## src/rtl/ff_d_regfile_if.sv

```systemverilog
// rtl/ff_d_regfile_if.sv - write/read/clear bundle for the flip-flop register file
interface ff_d_regfile_if #(
    parameter int DATA_LEN = 32,
    parameter int ADDR_LEN = 5,
    parameter int RD_PORTS = 2
);
    localparam int STRB = (DATA_LEN + 7) / 8;

    logic                         wen;
    logic [ADDR_LEN-1:0]          waddr;
    logic [DATA_LEN-1:0]          wdata;
    logic [STRB-1:0]              wstrb;
    logic [RD_PORTS*ADDR_LEN-1:0] raddr;
    logic [RD_PORTS*DATA_LEN-1:0] rdata;
    logic                         clr_req;
    logic                         clr_busy;

    modport master (
        output wen, waddr, wdata, wstrb, raddr, clr_req,
        input  rdata, clr_busy
    );

    modport slave (
        input  wen, waddr, wdata, wstrb, raddr, clr_req,
        output rdata, clr_busy
    );
endinterface

```

## src/rtl/ff_d_regfile.sv

```systemverilog
// rtl/ff_d_regfile.sv - multi-read-port FF register file with strobes, bypass, bulk clear; FF_D_REGFILE_RDREG_EN registers rdata
module ff_d_regfile #(
    parameter int                  DATA_LEN = 32,
    parameter int                  ADDR_LEN = 5,
    parameter int                  RD_PORTS = 2,
    parameter logic [DATA_LEN-1:0] RST_DATA = '0,
    parameter bit                  BYPASS   = 1'b0,
    parameter bit                  ZERO_REG = 1'b0
) (
    input logic           clk,
    input logic           rst_n,
    ff_d_regfile_if.slave bus
);
    localparam int              DEPTH    = 1 << ADDR_LEN;
    localparam logic [ADDR_LEN:0] PTR_LAST = (ADDR_LEN+1)'(DEPTH - 1);

    typedef enum logic {IDLE, CLEAR} state_t;

    state_t              state, state_nxt;
    logic [ADDR_LEN:0]   ptr, ptr_nxt;
    logic [DATA_LEN-1:0] mem [DEPTH];
    logic [DATA_LEN-1:0] wmask;
    logic                wr_ok;

    always_comb begin
        wmask = '0;
        for (int i = 0; i < DATA_LEN; i++) wmask[i] = bus.wstrb[i/8];
    end

    // Entry 0 is never written when hardwired, so the bypass path below also skips it.
    assign wr_ok = bus.wen && (state == IDLE) && !(ZERO_REG && (bus.waddr == '0));

    always_ff @(posedge clk or negedge rst_n) begin
        if (!rst_n) begin
            for (int i = 0; i < DEPTH; i++) mem[i] <= RST_DATA;
        end else if (state == CLEAR) begin
            mem[ptr[ADDR_LEN-1:0]] <= RST_DATA;
        end else if (wr_ok) begin
            mem[bus.waddr] <= (mem[bus.waddr] & ~wmask) | (bus.wdata & wmask);
        end
    end

    always_ff @(posedge clk or negedge rst_n) begin
        if (!rst_n) begin
            state <= IDLE;
            ptr   <= '0;
        end else begin
            state <= state_nxt;
            ptr   <= ptr_nxt;
        end
    end

    always_comb begin
        state_nxt = state;
        ptr_nxt   = ptr;
        case (state)
            IDLE: begin
                ptr_nxt = '0;
                if (bus.clr_req) state_nxt = CLEAR;
            end
            CLEAR: begin
                if (ptr == PTR_LAST) begin
                    state_nxt = IDLE;
                    ptr_nxt   = '0;
                end else begin
                    ptr_nxt = ptr + 1'b1;
                end
            end
            default: state_nxt = IDLE;
        endcase
    end

    assign bus.clr_busy = (state == CLEAR);

    wire [RD_PORTS*DATA_LEN-1:0] rd_comb;

    for (genvar p = 0; p < RD_PORTS; p++) begin : g_rd
        wire [ADDR_LEN-1:0] ra  = bus.raddr[p*ADDR_LEN +: ADDR_LEN];
        wire [DATA_LEN-1:0] old = mem[ra];
        wire                hit = BYPASS && wr_ok && (bus.waddr == ra);
        assign rd_comb[p*DATA_LEN +: DATA_LEN] =
            (ZERO_REG && (ra == '0)) ? RST_DATA :
            hit                      ? ((old & ~wmask) | (bus.wdata & wmask)) :
                                       old;
    end

`ifdef FF_D_REGFILE_RDREG_EN
    always_ff @(posedge clk or negedge rst_n) begin
        if (!rst_n) bus.rdata <= {RD_PORTS{RST_DATA}};
        else        bus.rdata <= rd_comb;
    end
`else
    assign bus.rdata = rd_comb;
`endif
endmodule
```

## src/flat_wrapper.sv

```systemverilog
// flat-port wrapper written by rule: the top's interface ports become plain ports
module ff_d_regfile_flat 
#(
    parameter int                  DATA_LEN = 32,
    parameter int                  ADDR_LEN = 5,
    parameter int                  RD_PORTS = 2,
    parameter logic [DATA_LEN-1:0] RST_DATA = '0,
    parameter bit                  BYPASS   = 1'b0,
    parameter bit                  ZERO_REG = 1'b0
)
  (clk, rst_n, bus_wen, bus_waddr, bus_wdata, bus_wstrb, bus_raddr, bus_clr_req, bus_rdata, bus_clr_busy);
  ff_d_regfile_if #(.DATA_LEN(DATA_LEN), .ADDR_LEN(ADDR_LEN), .RD_PORTS(RD_PORTS)) bus_i ();
  input logic clk;
  input logic rst_n;
  input wire logic [$bits(bus_i.wen)-1:0] bus_wen;
  input wire logic [$bits(bus_i.waddr)-1:0] bus_waddr;
  input wire logic [$bits(bus_i.wdata)-1:0] bus_wdata;
  input wire logic [$bits(bus_i.wstrb)-1:0] bus_wstrb;
  input wire logic [$bits(bus_i.raddr)-1:0] bus_raddr;
  input wire logic [$bits(bus_i.clr_req)-1:0] bus_clr_req;
  output wire logic [$bits(bus_i.rdata)-1:0] bus_rdata;
  output wire logic [$bits(bus_i.clr_busy)-1:0] bus_clr_busy;
  assign bus_i.wen = bus_wen;
  assign bus_i.waddr = bus_waddr;
  assign bus_i.wdata = bus_wdata;
  assign bus_i.wstrb = bus_wstrb;
  assign bus_i.raddr = bus_raddr;
  assign bus_i.clr_req = bus_clr_req;
  assign bus_rdata = bus_i.rdata;
  assign bus_clr_busy = bus_i.clr_busy;
  ff_d_regfile #(.DATA_LEN(DATA_LEN), .ADDR_LEN(ADDR_LEN), .RD_PORTS(RD_PORTS), .RST_DATA(RST_DATA), .BYPASS(BYPASS), .ZERO_REG(ZERO_REG)) u_core (.clk(clk), .rst_n(rst_n), .bus(bus_i));
endmodule
```

## config.mk

```make
export PLATFORM = sky130hd
export DESIGN_NAME = ff_d_regfile_flat
export DESIGN_NICKNAME = d
export VERILOG_FILES = /design/src/rtl/ff_d_regfile_if.sv /design/src/rtl/ff_d_regfile.sv /design/src/flat_wrapper.sv
export SDC_FILE = /design/constraint.sdc
export NUM_CORES = 2
export LEC_CHECK = 0
export CAP_MARGIN = 25
export CORE_ASPECT_RATIO = 0.5
export CORE_UTILIZATION = 55
export DETAILED_ROUTE_END_ITERATION = 10
export PLACE_DENSITY_LB_ADDON = 0.05
export SLEW_MARGIN = 20
export SYNTH_ARGS = -nofsm -noshare
export SYNTH_HDL_FRONTEND = slang
export SYNTH_SLANG_ARGS = --single-unit
```

## constraint.sdc

```tcl
create_clock -name clk -period 7 [get_ports clk]
set_input_delay 1.4 -clock clk [delete_from_list [all_inputs] [get_ports clk]]
set_output_delay 1.4 -clock clk [all_outputs]
set_load 0.01 [all_outputs]
```

==> run summary <==
outcome: finished, final reports clean
Worst EP arrival: 4.33 ns
clock buffer depth: 3
RR Startpoint: u_core.bus.clr_busy
Post-DP Area: 64800 um^2
Final Hold Violating Endpoints: 0
core box area: 110000 um^2
starting density of the core: 55.6%
TNS Setup: 0 ns
worst setup path startpoint: bus_raddr[5]
first-pass GRT wire length: 386 mm
Seq/Total Area, Yosys: 42.1%
clock latency on the worst-skew pair: 0.75 ns
H-tree levels: 3
Reg clk slew, reported paths: 0.06 ns
largest net degree at the start of global routing: 179
DIE WIDTH: 474 um
achievable frequency: 0.175 GHz
CTS sink cnt: 1031
GRT overflow: 0
Setup WS post-layout: 1.27 ns
CP Capture Type: primary output
Root Driver: clkbuf_16
CTS Buf Count: 97
largest cells by area after synthesis: dfrtp_1 42%, mux4_2 30%, a22o_1 15%, mux2i_1 2.9%, clkbuf_1 1.7%
Die H: 238 um
Post-CTS Resized: 0
Post-CTS Setup Inserts: 0
Slew Limit Fails: 0
Post-synth EDFFs: 0
post-synth top area share: 42.1%
YS warnings: 0
gr usage total: 49.8%
fin crit period: 5.73 ns
# Max-Cap Violations: 0
Leak Pwr: 28.4 nW
Worst setup SP type: primary input
Main synth FF type: dfrtp_1
Syn Nets: 4193
Avg WL per Cell: 49.4 um
worst IR drop on VDD: 0.171 mV
Die ar.: 113000 um^2
TritonRoute pass-1 iters: 6
hpwl dp: 150 mm
Crit Path Max Fanout: 32
fin area: 68200 um^2
Post-layout nets: 4085
worst path required time: 5.60 ns
post-synthesis cell count: 4134
vias in the first global route: 47900
reg-to-reg slack, setup: 3.59 ns
setup repair after global routing missed its margin: false
Via Count: 49400
CTS tree: built
share of layout cells above drive strength 1: 34.0%
RR Endpoint: u_core.mem[673]
vias per inst: 8.80
number of port buffers: 119
max_slew headroom: 19.1%
critical path type: primary input to primary output
asr flop ratio synth: 100%
Pwr Total: 0.0151 W
Reg2Reg Depth: 5
WL final: 277 mm
part of the cycle the worst path needs: 81.9%
1st-iter DRT viols: 8903
Syn-to-layout area delta: 11.3%
post-synthesis register bit count: 1031
Antenna Nets Post-Route: 0
Mapped Area: 61300 um^2
Netlist cell types: 64
global placer's final weighted congestion: 0.940
# rows: 86
Layout Skew: 0.0402 ns
io pins: 120
CTS hold repair buffers: 0
initial antenna violation count: 13
Worst Setup EP: bus_rdata[54]
DRC: 0
post-synth top area cell: dfrtp_1
slew of the pin with the lowest slew margin: 1.21 ns
dpl ws: 1.29 ns
Final setup viols: 0
worst min path class: register to register
Avg Cell Area, Syn: 14.8 um^2
PwrDens: 221 nW/um^2
## cell usage in the layout, fill, tap and decap left out, types with 10 or more instances in the layout
cell type,count
nor2b_1,14
mux4_2,806
clkinvlp_4,11
clkbuf_1,18
a221oi_1,12
nor2_4,34
a22oi_1,50
mux2i_1,178
clkdlybuf4s50_1,105
a41oi_2,17
a21oi_4,24
nor2_1,26
o22ai_1,63
mux2_2,68
clkbuf_16,103
clkinv_2,14
buf_12,42
buf_4,177
nor3_1,15
dfrtp_1,1031
nor4_2,10
diode_2,14
a22o_1,1017
o31ai_1,15
inv_1,13
clkbuf_8,18
nand2_1,43
## worst min path at each step
stage,startpoint,endpoint,slack [ns],depth (start not counted)
2_1_floorplan,u_core.mem[431],u_core.mem[431],0.48,2
3_5_place_dp,u_core.mem[911],u_core.mem[911],0.51,2
3_3_place_gp,u_core.mem[431],u_core.mem[431],0.50,2
4_1_cts,u_core.mem[911],u_core.mem[911],0.52,2
5_1_grt,u_core.mem[276],u_core.mem[276],0.55,1
6_report,u_core.mem[911],u_core.mem[911],0.53,2
## where the power goes
part	total (W)	internal [W]	switching, W
sequential	0.00642	0.00617	0.000250
combinational	0.00287	0.000980	0.00189
clock	0.00579	0.00321	0.00258
total	0.0151	0.0104	0.00472
## logic make-up after synthesis
kind of cell,share of synthesized area [%]
AO/OA/AOI/OAI,17.8
AND/OR/NAND/NOR,1.86
flip-flops,42.1
buffers and inverters,4.37
adder cells (fa/ha/maj),0.0817
multiplexers,33.8
XOR/XNOR,0.0572
## critical path, stage by stage
cell and delay (ns):
buf_8 0.42, buf_4 0.48, mux4_2 0.56, mux4_2 0.51, mux2_2 0.32, clkdlybuf4s50_1 0.58
## cell type report
cell class              count  area [um^2]
fillers                  8237        42100
multi-input cells        2534        33500
flip-flops and latches   1031        25800
repair buffers            347         3630
clock buffers             139         2890
well taps                1496         1870
clock inverters            39          467
inverters                  15         56.3
diodes                     14         35.0
## per-layer routing
layer	up-vias	GRT usage (%)	wire length [um]
li1	17200	-	-
met1	25800	65.5	96400
met2	5254	64.4	110000
met3	1193	27.6	51700
met4	20	27.9	19100
met5	-	2.69	444
## registers in the layout (all words and copies together) (netlist names)
| register | count |
|---|---|
| u_core.mem | 1024 |
| u_core.ptr | 6 |
| u_core.bus.clr_busy | 1 |
## stage by stage
stage | std cells | hold WS, ns | utilization (%)
2_1_floorplan | 4134 | 0.477 | -
3_3_place_gp | 5412 | 0.498 | 58.5
3_5_place_dp | 5420 | 0.511 | 58.7
4_1_cts | 5598 | 0.525 | 61.8
5_1_grt | 5602 | 0.550 | 61.8
6_report | 5615 | 0.529 | 61.8
## synthesized netlist by cell type, drive strengths merged (9+ instances only)
| cell type | instances |
|---|---|
| inv | 14 |
| o31ai | 15 |
| a22oi | 50 |
| a32oi | 10 |
| a41oi | 17 |
| nand2 | 43 |
| clkbuf | 284 |
| a31oi | 12 |
| a221oi | 12 |
| dfrtp | 1031 |
| mux2 | 68 |
| mux4 | 806 |
| nand3 | 9 |
| nor2b | 15 |
| nor2 | 63 |
| o22ai | 63 |
| mux2i | 178 |
| nor4 | 16 |
| buf | 270 |
| nor3 | 18 |
| a22o | 1017 |
| o21ai | 17 |
| a21oi | 34 |
(Power assumes the default switching activity.)
